==> config.mk <==
export PLATFORM = sky130hd
export DESIGN_NAME = dma_chan_arbiter_flat
export DESIGN_NICKNAME = d
export VERILOG_FILES = /design/src/rtl/dma_chan_arbiter_if.sv /design/src/rtl/dma_chan_arbiter.sv /design/src/flat_wrapper.sv
export SDC_FILE = /design/constraint.sdc
export NUM_CORES = 1
export LEC_CHECK = 0
export ABC_AREA = 1
export BUFFER_PORTS_ARGS = -buffer_cell sky130_fd_sc_hd__buf_4
export CAP_MARGIN = 5
export CORE_AREA = 3 3 199 201
export DETAILED_ROUTE_END_ITERATION = 10
export DIE_AREA = 0 0 202 204
export HOLD_SLACK_MARGIN = 0.08
export PLACE_DENSITY = 0.44
export SLEW_MARGIN = 40
export SYNTH_ARGS = -nofsm -noshare
export SYNTH_HDL_FRONTEND = slang
export SYNTH_SLANG_ARGS = --single-unit
export TNS_END_PERCENT = 100
==> constraint.sdc <==
create_clock -name clk -period 2 [get_ports clk]
set_clock_uncertainty 0.05 [all_clocks]
set_input_delay 0.1 -clock clk [delete_from_list [all_inputs] [get_ports clk]]
set_output_delay 0.1 -clock clk [all_outputs]
set_load 0.01 [all_outputs]
==> src/rtl/dma_chan_arbiter_if.sv <==
// ---------------------------------------------------------------------------
// dma_chan_arbiter_if
//   Bundles the descriptor channels, the DMA engine handshake and the
//   per-channel IRQ lines that surround dma_chan_arbiter.
//
//   slave  : arbiter side (consumes descriptors and engine status,
//            drives ready / go / descriptor / IRQs / status)
//   master : environment side (descriptor channels plus DMA engine)
//
//   ch_valid_i / ch_ready_o      per-channel descriptor handshake
//   ch_src_i / ch_dst_i          flattened addresses, channel k at [k*ADDR_W +: ADDR_W]
//   ch_len_i                     flattened byte counts, channel k at [k*LEN_W +: LEN_W]
//   ch_last_i                    descriptor ends its chain
//   dma_go_o                     one-cycle start pulse
//   dma_src_o / dma_dst_o / dma_len_o  descriptor held for the engine
//   dma_active_i / dma_done_i / dma_error_i  engine status
//   ch_done_o / ch_error_o       one-cycle per-channel IRQ pulses
//   busy_o / grant_id_o          arbiter status
// ---------------------------------------------------------------------------
interface dma_chan_arbiter_if #(
  parameter int NUM_CH = 4,
  parameter int ADDR_W = 32,
  parameter int LEN_W  = 32
);
  logic [NUM_CH-1:0]          ch_valid_i;
  logic [NUM_CH-1:0]          ch_ready_o;
  logic [NUM_CH*ADDR_W-1:0]   ch_src_i;
  logic [NUM_CH*ADDR_W-1:0]   ch_dst_i;
  logic [NUM_CH*LEN_W-1:0]    ch_len_i;
  logic [NUM_CH-1:0]          ch_last_i;

  logic                       dma_go_o;
  logic [ADDR_W-1:0]          dma_src_o;
  logic [ADDR_W-1:0]          dma_dst_o;
  logic [LEN_W-1:0]           dma_len_o;
  logic                       dma_active_i;
  logic                       dma_done_i;
  logic                       dma_error_i;

  logic [NUM_CH-1:0]          ch_done_o;
  logic [NUM_CH-1:0]          ch_error_o;
  logic                       busy_o;
  logic [$clog2(NUM_CH)-1:0]  grant_id_o;

  modport slave (
    input  ch_valid_i, ch_src_i, ch_dst_i, ch_len_i, ch_last_i,
    input  dma_active_i, dma_done_i, dma_error_i,
    output ch_ready_o, dma_go_o, dma_src_o, dma_dst_o, dma_len_o,
    output ch_done_o, ch_error_o, busy_o, grant_id_o
  );

  modport master (
    output ch_valid_i, ch_src_i, ch_dst_i, ch_len_i, ch_last_i,
    output dma_active_i, dma_done_i, dma_error_i,
    input  ch_ready_o, dma_go_o, dma_src_o, dma_dst_o, dma_len_o,
    input  ch_done_o, ch_error_o, busy_o, grant_id_o
  );
endinterface

==> src/rtl/dma_chan_arbiter.sv <==
// ---------------------------------------------------------------------------
// dma_chan_arbiter
//   Round-robin arbiter that hands descriptors from NUM_CH channels to a
//   single DMA engine. A channel whose descriptor is not the last of its
//   chain keeps the engine locked until its chain finishes or errors.
//
//   clk  : sole clock, rising edge
//   rst  : synchronous active-high reset
//   bus  : dma_chan_arbiter_if.slave (channels, engine, IRQs, status)
// ---------------------------------------------------------------------------
module dma_chan_arbiter #(
  parameter int NUM_CH = 4,
  parameter int ADDR_W = 32,
  parameter int LEN_W  = 32
) (
  input  logic               clk,
  input  logic               rst,
  dma_chan_arbiter_if.slave  bus
);
  localparam int ID_W = $clog2(NUM_CH);

  typedef logic [ID_W-1:0] id_t;
  typedef enum logic [1:0] {IDLE, ISSUE, WAIT_DONE, GAP} state_t;

  state_t             state_q, state_d;
  id_t                rr_q, grant_q, win_id, cand;
  logic               lock_q, last_q, win_found, hs;
  logic [ADDR_W-1:0]  src_q, dst_q;
  logic [LEN_W-1:0]   len_q;
  logic [NUM_CH-1:0]  done_q, error_q, ready;

  function automatic id_t next_id(input id_t id);
    return (int'(id) == NUM_CH - 1) ? '0 : id + id_t'(1);
  endfunction

  // Winner selection. Scanning offsets downwards lets the smallest offset
  // from rr_q overwrite the others, so the first eligible channel wins.
  always_comb begin
    // NOTE: every variable written here gets a default first so that no
    // path leaves it unassigned and no latch is inferred.
    win_found = 1'b0;
    win_id    = rr_q;
    cand      = '0;
    if (lock_q) begin
      win_found = bus.ch_valid_i[grant_q];
      win_id    = grant_q;
    end else begin
      for (int off = NUM_CH - 1; off >= 0; off--) begin
        cand = id_t'((int'(rr_q) + off) % NUM_CH);
        if (bus.ch_valid_i[cand]) begin
          win_found = 1'b1;
          win_id    = cand;
        end
      end
    end
  end

  // Ready is held low during reset so nothing upstream sees a handshake
  // that the registers are about to discard.
  assign hs = !rst && (state_q == IDLE) && win_found;

  always_comb begin
    ready = '0;
    if (hs) ready[win_id] = 1'b1;
  end

  always_comb begin
    state_d = state_q;
    case (state_q)
      IDLE:      if (hs) state_d = ISSUE;
      ISSUE:     state_d = WAIT_DONE;
      WAIT_DONE: if (bus.dma_error_i || bus.dma_done_i) state_d = GAP;
      GAP:       if (!bus.dma_active_i) state_d = IDLE;
      default:   state_d = IDLE;
    endcase
  end

  always_ff @(posedge clk) begin
    // NOTE: registered state is always updated with non-blocking
    // assignments so every flop samples the pre-edge values.
    if (rst) state_q <= IDLE;
    else     state_q <= state_d;
  end

  always_ff @(posedge clk) begin
    if (rst) begin
      // NOTE: the descriptor registers are reset as well because they drive
      // visible outputs; there is no storage array here that could skip it.
      rr_q    <= '0;
      grant_q <= '0;
      lock_q  <= 1'b0;
      last_q  <= 1'b0;
      src_q   <= '0;
      dst_q   <= '0;
      len_q   <= '0;
      done_q  <= '0;
      error_q <= '0;
    end else begin
      done_q  <= '0;
      error_q <= '0;
      case (state_q)
        IDLE: begin
          if (hs) begin
            grant_q <= win_id;
            last_q  <= bus.ch_last_i[win_id];
            src_q   <= bus.ch_src_i[int'(win_id)*ADDR_W +: ADDR_W];
            dst_q   <= bus.ch_dst_i[int'(win_id)*ADDR_W +: ADDR_W];
            len_q   <= bus.ch_len_i[int'(win_id)*LEN_W +: LEN_W];
          end
        end
        WAIT_DONE: begin
          // Error has priority over a simultaneous done.
          if (bus.dma_error_i) begin
            error_q[grant_q] <= 1'b1;
            lock_q           <= 1'b0;
            rr_q             <= next_id(grant_q);
          end else if (bus.dma_done_i) begin
            if (last_q) begin
              done_q[grant_q] <= 1'b1;
              lock_q          <= 1'b0;
              rr_q            <= next_id(grant_q);
            end else begin
              lock_q <= 1'b1;
            end
          end
        end
        default: ;
      endcase
    end
  end

  assign bus.ch_ready_o = ready;
  assign bus.dma_go_o   = (state_q == ISSUE);
  assign bus.dma_src_o  = src_q;
  assign bus.dma_dst_o  = dst_q;
  assign bus.dma_len_o  = len_q;
  assign bus.ch_done_o  = done_q;
  assign bus.ch_error_o = error_q;
  assign bus.busy_o     = (state_q != IDLE) || lock_q;
  assign bus.grant_id_o = grant_q;
endmodule

==> src/flat_wrapper.sv <==
// flat-port wrapper written by rule: the top's interface ports become plain ports
module dma_chan_arbiter_flat 
#(
  parameter int NUM_CH = 4,
  parameter int ADDR_W = 32,
  parameter int LEN_W  = 32
)
  (clk, rst, bus_ch_valid_i, bus_ch_src_i, bus_ch_dst_i, bus_ch_len_i, bus_ch_last_i, bus_dma_active_i, bus_dma_done_i, bus_dma_error_i, bus_ch_ready_o, bus_dma_go_o, bus_dma_src_o, bus_dma_dst_o, bus_dma_len_o, bus_ch_done_o, bus_ch_error_o, bus_busy_o, bus_grant_id_o);
  dma_chan_arbiter_if #(.NUM_CH(NUM_CH), .ADDR_W(ADDR_W), .LEN_W(LEN_W)) bus_i ();
  input  logic clk;
  input  logic rst;
  input wire logic [$bits(bus_i.ch_valid_i)-1:0] bus_ch_valid_i;
  input wire logic [$bits(bus_i.ch_src_i)-1:0] bus_ch_src_i;
  input wire logic [$bits(bus_i.ch_dst_i)-1:0] bus_ch_dst_i;
  input wire logic [$bits(bus_i.ch_len_i)-1:0] bus_ch_len_i;
  input wire logic [$bits(bus_i.ch_last_i)-1:0] bus_ch_last_i;
  input wire logic [$bits(bus_i.dma_active_i)-1:0] bus_dma_active_i;
  input wire logic [$bits(bus_i.dma_done_i)-1:0] bus_dma_done_i;
  input wire logic [$bits(bus_i.dma_error_i)-1:0] bus_dma_error_i;
  output wire logic [$bits(bus_i.ch_ready_o)-1:0] bus_ch_ready_o;
  output wire logic [$bits(bus_i.dma_go_o)-1:0] bus_dma_go_o;
  output wire logic [$bits(bus_i.dma_src_o)-1:0] bus_dma_src_o;
  output wire logic [$bits(bus_i.dma_dst_o)-1:0] bus_dma_dst_o;
  output wire logic [$bits(bus_i.dma_len_o)-1:0] bus_dma_len_o;
  output wire logic [$bits(bus_i.ch_done_o)-1:0] bus_ch_done_o;
  output wire logic [$bits(bus_i.ch_error_o)-1:0] bus_ch_error_o;
  output wire logic [$bits(bus_i.busy_o)-1:0] bus_busy_o;
  output wire logic [$bits(bus_i.grant_id_o)-1:0] bus_grant_id_o;
  assign bus_i.ch_valid_i = bus_ch_valid_i;
  assign bus_i.ch_src_i = bus_ch_src_i;
  assign bus_i.ch_dst_i = bus_ch_dst_i;
  assign bus_i.ch_len_i = bus_ch_len_i;
  assign bus_i.ch_last_i = bus_ch_last_i;
  assign bus_i.dma_active_i = bus_dma_active_i;
  assign bus_i.dma_done_i = bus_dma_done_i;
  assign bus_i.dma_error_i = bus_dma_error_i;
  assign bus_ch_ready_o = bus_i.ch_ready_o;
  assign bus_dma_go_o = bus_i.dma_go_o;
  assign bus_dma_src_o = bus_i.dma_src_o;
  assign bus_dma_dst_o = bus_i.dma_dst_o;
  assign bus_dma_len_o = bus_i.dma_len_o;
  assign bus_ch_done_o = bus_i.ch_done_o;
  assign bus_ch_error_o = bus_i.ch_error_o;
  assign bus_busy_o = bus_i.busy_o;
  assign bus_grant_id_o = bus_i.grant_id_o;
  dma_chan_arbiter #(.NUM_CH(NUM_CH), .ADDR_W(ADDR_W), .LEN_W(LEN_W)) u_core (.clk(clk), .rst(rst), .bus(bus_i));
endmodule
# Yosys cells after proc, flatten, opt, wreduce, memory -nomap -nowiden
# Index checks and enable logic that the tools add are counted.
dict set report totals {
  out_inout_bits 112
  wordCells 91
  reg_bits 112
}
dict set report classes {
  muxes 38
  n_lt_le_gt_ge 8
  shifts 3
  addsub 4
  bitwise_logic 4
  n_eq_ne 7
  reduce_logical 17
}
# cell n
set op_table {}
lappend op_table {{128-bit by 8-bit variable part select with 32-bit output} 3}
lappend op_table {{2-bit 2-to-1 mux} 12}
lappend op_table {{2-bit by 3-bit less-than comparator with 1-bit output, second input constant} 6}
lappend op_table {{1-bit 2-to-1 mux} 16}
lappend op_table {{1-bit binary-select mux with 2-bit select} 6}
lappend op_table {{2-bit case mux with 4 select lines} 1}
lappend op_table {{3-bit AND reduction} 2}
lappend op_table {{2-bit nonzero test} 3}
lappend op_table {{5-bit OR reduction} 1}
lappend op_table {{2-bit by 1-bit adder with 2-bit output, second input constant} 2}
lappend op_table {{2-bit adder, second input constant} 2}
lappend op_table {{1-bit demux with 2-bit select} 2}
lappend op_table {{2-bit by 1-bit equality test with 1-bit output, second input constant} 2}
lappend op_table {{2-bit equality test, second input constant} 2}
lappend op_table {{2-bit by 1-bit >= comparator with 1-bit output, second input constant} 2}
lappend op_table {{1-bit logical AND} 4}
lappend op_table {{4-bit 2-to-1 mux} 1}
lappend op_table {{2-bit by 1-bit inequality test with 1-bit output, second input constant} 2}
lappend op_table {{1-bit inverter} 4}
lappend op_table {{2-bit AND reduction} 2}
lappend op_table {{3-bit OR reduction} 1}
lappend op_table {{2-bit logical NOT} 1}
lappend op_table {{1-bit logical OR} 2}
lappend op_table {{2-bit inequality test, second input constant} 1}
lappend op_table {{1-bit logical NOT} 1}

# Longest topological paths before layout
# Gate-level depths: netlist of run 1.
dict set report logic_depth {
  depth_word 13
  mapped_depth 20
  mapped_depth_nobuf 17
}

# Least setup slack after synthesis of run 1
# OpenSTA, ideal clock, no wires.
dict set report synth_timing {
  kind {register to output}
  startpoint {register u_core.rr_q[0]}
  endpoint {output port bus_ch_ready_o[0]}
  t_arrival_ps 1750
  required_time_ps 1850
  path_stages_with_launch 17
  setup_slack_ps 100
  cell_sequence {dfxtp_1 > buf_6 > inv_4 > nand2_1 > nand2_1 > nand2_1 > nand2_1 > inv_2 > nand2_1 > nand2_1 > nand2_1 > nand3_2 > nand2_4 > buf_6 > buf_4 > inv_2 > nor3_1}
}
dict set report synth_between {
  elab_chain_len 13
  word_cells_on_any_way 28
  classes_between {add/sub: 3; order compare: 2; mux: 21; reduce/logical: 2}
}
# element line
set synth_lines {}
lappend synth_lines {{from (decl)} dma_chan_arbiter.sv:26} ;# id_t rr_q, grant_q, win_id, cand;
lappend synth_lines {{from (signal assigned)} dma_chan_arbiter.sv:116} ;# rr_q <= next_id(grant_q);
lappend synth_lines {{from (signal assigned)} dma_chan_arbiter.sv:121} ;# rr_q <= next_id(grant_q);
lappend synth_lines {{2-bit adder} dma_chan_arbiter.sv:49} ;# cand = id_t'((int'(rr_q) + off) % NUM_CH);
lappend synth_lines {{1-bit binary-select mux with 2-bit select} dma_chan_arbiter.sv:50} ;# if (bus.ch_valid_i[cand]) begin
lappend synth_lines {{1-bit 2-to-1 mux (implied by the code)} dma_chan_arbiter.sv:50}
lappend synth_lines {{2-bit 2-to-1 mux (4 in a row)} dma_chan_arbiter.sv:50}
lappend synth_lines {{2-bit 2-to-1 mux} dma_chan_arbiter.sv:44} ;# if (lock_q) begin
lappend synth_lines {{2-bit by 3-bit less-than comparator with 1-bit output (implied by the code) or 2-bit by 1-bit >= comparator with 1-bit output (tied branches)} dma_chan_arbiter.sv:64} ;# if (hs) ready[win_id] = 1'b1;
lappend synth_lines {{1-bit logical AND (implied by the code)} dma_chan_arbiter.sv:64}
lappend synth_lines {{1-bit 2-to-1 mux (implied by the code)} dma_chan_arbiter.sv:64}
lappend synth_lines {{1-bit demux with 2-bit select} -}
lappend synth_lines {{4-bit 2-to-1 mux (*)} dma_chan_arbiter.sv:64}
lappend synth_lines {{to (decl)} flat_wrapper.sv:20} ;# output wire logic [$bits(bus_i.ch_ready_o)-1:0] bus_ch_ready_o;
# Every way passes the cells marked *; elsewhere a longest branch is shown, timed or not. The select of a mux whose other input is x is not followed.

# Worst setup path in the final report of run 1
dict set report layout_timing {
  startpoint {register u_core.rr_q[0]}
  endpoint {output port bus_ch_ready_o[1]}
}
# Same word-level chain as after synthesis.

==> results of run 1 <==
## power breakdown
part           internal, mW  switching (mW)  leakage (nW)
clock network          1.01            1.01         0.148
registers              2.97           0.512         0.925
logic                  9.62            11.4          8.16
## per-stage QoR
step                      utilization (%)  power, mW  std cells
after floorplan                         -       12.9       1521
after global placement               34.3       19.1       2491
final                                44.9       26.5       2774
after detailed placement             34.3       19.1       2491
after global routing                 44.9       28.6       2774
after CTS                            43.3       24.8       2760
## registers in the layout, summed over array words and instances (netlist names)
signal,count
u_core.bus.ch_error_o,4
u_core.bus.ch_done_o,4
u_core.bus.dma_src_o,32
u_core.state_q,2
u_core.last_q,1
u_core.lock_q,1
u_core.bus.dma_dst_o,32
u_core.rr_q,2
u_core.bus.grant_id_o,2
u_core.bus.dma_len_o,32
## repair_timing
action | 4_1_cts | 5_1_grt
endpoints found under the setup margin | 105 | 104
hold buffers | 207 | 0
buffers inserted | 32 | 5
pin swaps | 12 | 30
hold endpoints to repair | 101 | 0
gates cloned | 15 | 13
resized for setup | 80 | 93
## final cells by class
type                    count  area [um2]
clock inverters             7        87.6
well taps                 511         639
flip-flops and latches    112        2250
inverters                  25         145
repair buffers            843        7970
multi-input cells        1267        5630
fillers                  3980       20800
clock buffers               9         225
## cell families (layout without fill, tap and decap cells)
group	after synthesis	count (layout)	share of synthesized area (%)
adder cells (fa/ha/maj)	9	9	1.37
AND/OR/NAND/NOR	1244	1244	61.8
AO/OA/AOI/OAI	14	14	0.930
buffers and inverters	142	884	8.58
flip-flops	112	112	27.3
## path summary, 6_finish.rpt
path / from / endpoint / cells past startpoint
worst min register to register: u_core.bus.dma_len_o[3] / u_core.bus.dma_len_o[3] / 2
worst max register to register: u_core.rr_q[0] / u_core.bus.dma_src_o[18] / 16
worst max-delay path: u_core.rr_q[0] / bus_ch_ready_o[1] / 15
worst min-delay path: bus_ch_len_i[102] / u_core.bus.dma_len_o[6] / 7
## synth_stat cells (all sizes together)
cell / instances / area share [%]
nand2: 919 / 42
nand3: 304 / 19
dfxtp: 112 / 27
buf: 64 / 5.0
clkbuf: 53 / 2.4
inv: 25 / 1.2
nor2: 15 / 0.69
ha: 9 / 1.4
a21oi: 7 / 0.43
o21ai: 6 / 0.41
nand4: 3 / 0.23
nor3: 3 / 0.18
o211ai: 1 / 0.091
## layer usage
metal  track usage, %  share of wire, %  vias to the layer above
li1                 -                 -                     6268
met1             27.3                40                     5801
met2             44.4                51                      507
met3             4.54               6.2                       70
met4             7.82               2.9                        2
met5                0             0.025                        -
## worst min-delay path, cell delays in order
cell     delay (ns)
buf_4          0.08
nand3_1        0.06
nand2_1        0.06
nand2_1        0.04
nand2_1        0.06
nand2_1        0.05
nand2_1        0.04
==> results.md, run 1 <==
- Status: finished, violations left
- Failing checks: setup timing
- Height of the chip: 204 um
- Post-Synthesis Cell Area: ~0.0082 mm2
- CP delay by family, top: simple AND/OR/NAND/NOR gates
- Final WL: 52,900 um
- Routability congestion estimate: 0.927
- First-pass GRT wire length: around 76,000 um
- Crit path buf inv count: 4
- Grt ovf: 0
- Antenna viol nets, final: 0
- Core box area: around 0.038 mm2
- Detailed Place HPWL: about 36,000 um
- Clk sinks: between 100 and 150
- Fin nets: around 2,700
- Syn-to-layout area delta: 106%
- Total track usage: 23.8%
- Worst hold margin: 0.0897 ns
- Die Wd: a little over 200 um
- Max Root-Sink Buffers: 2
- Max stage delay on crit path: ~0.37 ns
- Final Slew Violations: 0
- # IOs: approximately 510
- Design area: between 0.015 and 0.02 mm2
- Initial Util: 21.7%
- Vias post-DR: 12,600
- Worst Setup Start Kind: flop
- Final worst slack: -0.282 ns
- Post-synthesis register bit count: 112
- Maximum VDD drop: approximately 0.92 mV
- Post-Syn Instances: ~1,500
- Drt pass-1 iters: 5
- Clock insertion delay at the later pin of the skew report: between 0.3 and 0.4 ns
- Core Rows: between 70 and 80
- Worst-margin pin slew: between 0.5 and 0.6 ns
- Critical path class: reg2out
- WP data arrival: 2.13 ns
- Fin. Hold Viols: 0
- Pre-CTS WS: -0.335 ns
- Vias in the first global route: between 10,000 and 15,000
- Routed len/inst: 19.1 um
- Synth warn: 0
- Largest net degree at the start of global routing: between 100 and 150
- Max-cap violations: 0
- CTS Buf Count: 9
- Share of cells above drive strength 1: approximately a third
- Max stage delay cell, worst path: dfxtp_4
- PD cells: 1560 mW/mm2
- H-tree depth: 3
- # setup viols final: slightly above 100
- Initial drt markers: around 670
- Crit path top cell by count: nand2_2
- RSZ-0062 raised after global routing: true
- Hold crit path type: in2reg
- Initial antenna violation count: 1
- Most frequent cells in the layout: nand2_1, buf_4, nand3_1, dlygate4sd3_1, dfxtp_1
- ANT cells: 0
- Fmax: ~440 MHz
- Average size of a mapped cell: between 5 and 6 um2
- Drc violations: 0
- Sequential element share of the synthesized area: 27.3%
- Fin crit share: 114%
- CP Cell Sequence: clkbuf_16, o21ai_4, nand2_2, nand2_1, nand2_1, nand2_2, nand2_2, nand2_2, nand3_4, nand2_8, buf_16, clkinv_8, nand2_4, nor2_1, buf_4
- Drt via density: 4.56
- CTS tree: done
- Commonest non-fill, non-tap cell in the layout: nand2_1
- Flop2flop setup slack: -0.26 ns
- Distinct cell type count after synthesis: 22
- Buffers on Ports: between 500 and 600
- P_leak: between 9 and 10 nW
- Placed cell areas: 0.0130 mm2
- Clock Root Buffer: clkbuf_16
- Worst Path Max Fanout: 4
- Net Count, Synth: slightly below 2,000
- Min Tclk post-route: 2.28 ns
- Clk slew on worst S/H paths: ~0.080 ns
- Required @ worst endpoint: about 1.9 ns
- Relative slew slack: between 60% and 70%
- Fin Setup TNS: -18.90 ns
- DIE AREA: slightly above 0.04 mm2
- Worst Setup End Kind: primary output
(Power assumes the default switching activity.)
==> inputs of run 2 (changes only) <==
CORE_AREA = 3 3 195 197   (was 3 3 199 201)
CTS_BUF_LIST = sky130_fd_sc_hd__clkbuf_8   (was unset)
DIE_AREA = 0 0 198 200   (was 0 0 202 204)
GPL_ROUTABILITY_DRIVEN = 0   (was unset)
PLACE_DENSITY = 0.47   (was 0.44)
clock period = 1.92 ns   (was 2 ns; I/O delays follow)
==> results.md, run 2 (same netlist as run 1, synthesis figures left out) <==
- Routed len/inst: between 15 and 20 um
- Commonest non-fill, non-tap cell in the layout: nand2_1
- Finished Layout Cells: ~2,900
- Required @ worst endpoint: between 1.5 and 2 ns
- Final Slew Violations: 0
- Reg-to-reg endpoint: u_core.bus.dma_src_o[6]
- Grt ovf: 0
- Antenna viol nets, final: 0
- Worst-margin pin slew: 0.591 ns
- P_leak: between 9 and 10 nW
- Die Wd: slightly below 200 um
- Worst Setup Start Kind: flop
- Fin Setup TNS: -30.89 ns
- Initial Util: roughly 23%
- Clk sinks: around 110
- Core Rows: 70
- Critical path class: reg2out
- CTS Buf Count: 9
- Drc violations: 0
- First-pass GRT wire length: roughly 74,000 um
- Initial drt markers: roughly 590
- Worst Setup End Kind: primary output
- H-tree depth: 3
- Clock Root Buffer: clkbuf_8
- Detailed Place HPWL: between 30,000 and 40,000 um
- Hold crit path type: in2reg
- Fin. Hold Viols: 0
- Fmax: roughly 430 MHz
- Final worst slack: -0.398 ns
- Reg2Reg Depth: 18
- Placed Cells incl. Taps: 2,457
- CTS tree: done
- Failing checks: setup timing
- Hold Path Sink: u_core.bus.dma_src_o[14]
- Status: finished, violations left
- Max stage delay on crit path: 0.41 ns
- Max-cap violations: 0
- Drt pass-1 iters: 5
- Clk slew on worst S/H paths: roughly 0.14 ns
- Worst Path Max Fanout: 7
- Vias in the first global route: around 14,000
- HP Start: bus_ch_src_i[110]
- Min Tclk post-route: 2.32 ns
- Most frequent cells in the layout: nand2_1, buf_4, dlygate4sd3_1, nand3_1, dfxtp_1
- Relative slew slack: 60.6%
- Core box area: between 0.03 and 0.04 mm2
- Overall Power: 25.7 mW
- DIE AREA: just under 0.04 mm2
- Fin crit share: 121%
- PD cells: roughly 1400 mW/mm2
- Flop2flop setup slack: -0.39 ns
- Total track usage: 23.9%
- Max Root-Sink Buffers: 2
- Share of cells above drive strength 1: between 30% and 40%
- Clock insertion delay at the later pin of the skew report: roughly 0.42 ns
- CP Cell Sequence: inv_4, nand2_4, nand3_2, nand2_2, inv_2, buf_4, nand3_2, nand4_1, buf_6, buf_16, nor3_2, buf_4
- # IOs: 509
- Initial antenna violation count: 1
- Min-Delay Path Depth: 7
- RSZ-0062 raised after global routing: true
- Largest net degree at the start of global routing: between 100 and 150
- Maximum VDD drop: approximately 0.76 mV
- Max stage delay cell, worst path: dfxtp_4
- WP data arrival: around 2.2 ns
- Vias post-DR: 13,400
- Syn-to-layout area delta: 120%
- Fin nets: about 2,800
- Drt via density: between 4 and 5
- Critical register-to-register path startpoint: u_core.rr_q[0]
- Height of the chip: ~200 um
- Final WL: ~52,000 um
- # setup viols final: 105
- Buffers on Ports: a little over 500
==> run 2: power by group <==
group | internal, mW | switching (mW)
combinational | 9.48 | 11.1
clock | 0.500 | 1.02
sequential | 3.09 | 0.533
==> run 2: worst max-delay path by stage <==
stage          cells after the start                  endpoint      startpoint
5_1_grt                           18   u_core.bus.dma_src_o[6]  u_core.rr_q[0]
4_1_cts                           14         bus_ch_ready_o[0]  u_core.rr_q[0]
2_1_floorplan                     16         bus_ch_ready_o[0]  u_core.rr_q[0]
3_5_place_dp                      18  u_core.bus.dma_src_o[14]  u_core.rr_q[0]
6_report                          12         bus_ch_ready_o[0]  u_core.rr_q[0]
3_3_place_gp                      18  u_core.bus.dma_src_o[14]  u_core.rr_q[0]
==> run 2: worst max-delay path: cells and delay by family, from the launching register on <==
| kind | cells | cell delay [ns] |
|---|---|---|
| buffers and inverters | 6 | 0.72 |
| AND/OR/NAND/NOR | 6 | 0.64 |
| flip-flops | 1 | 0.41 |
==> run 2: cell type report <==
| type | instances | area (um2) |
|---|---|---|
| Fill cell | 3456 | 18400 |
| Timing Repair Buffer | 1011 | 9370 |
| Multi-Input combinational cell | 1267 | 5540 |
| Sequential cell | 112 | 2250 |
| Tap cell | 468 | 586 |
| Clock buffer | 9 | 124 |
| Inverter | 25 | 124 |
| Clock inverter | 7 | 61.3 |
| Antenna cell | 2 | 5.00 |
==> run 2: metrics by stage <==
| stage | hold WS, ns | utilization (%) | setup WS (ns) | cell area [um2] |
|---|---|---|---|---|
| after global routing | 0.104 | 49.6 | -0.508 | 18100 |
| after CTS | 0.0801 | 48.2 | -0.383 | 17600 |
| final | 0.0828 | 49.6 | -0.398 | 18100 |
| after floorplan | 0.115 | - | 0.0235 | 8210 |
| after detailed placement | 0.278 | 35.7 | -0.416 | 13000 |
| after global placement | 0.283 | 35.7 | -0.370 | 13000 |
==> run 2: layer usage <==
layer	up-vias	global-route usage (%)	wire [um]
met3	84	3.79	3300
met1	6115	27.9	20400
li1	6589	-	-
met5	-	0	0
met2	623	43.6	26000
met4	0	10.2	2110
==> run 2: repair_timing <==
| item | 4_1_cts | 5_1_grt |
|---|---|---|
| hold endpoints to repair | 112 | 0 |
| gates resized for setup | 58 | 73 |
| setup buffers | 22 | 15 |
| gates cloned | 7 | 7 |
| pin swaps | 20 | 28 |
| setup endpoints to repair | 105 | 105 |
| hold buffers | 376 | 0 |
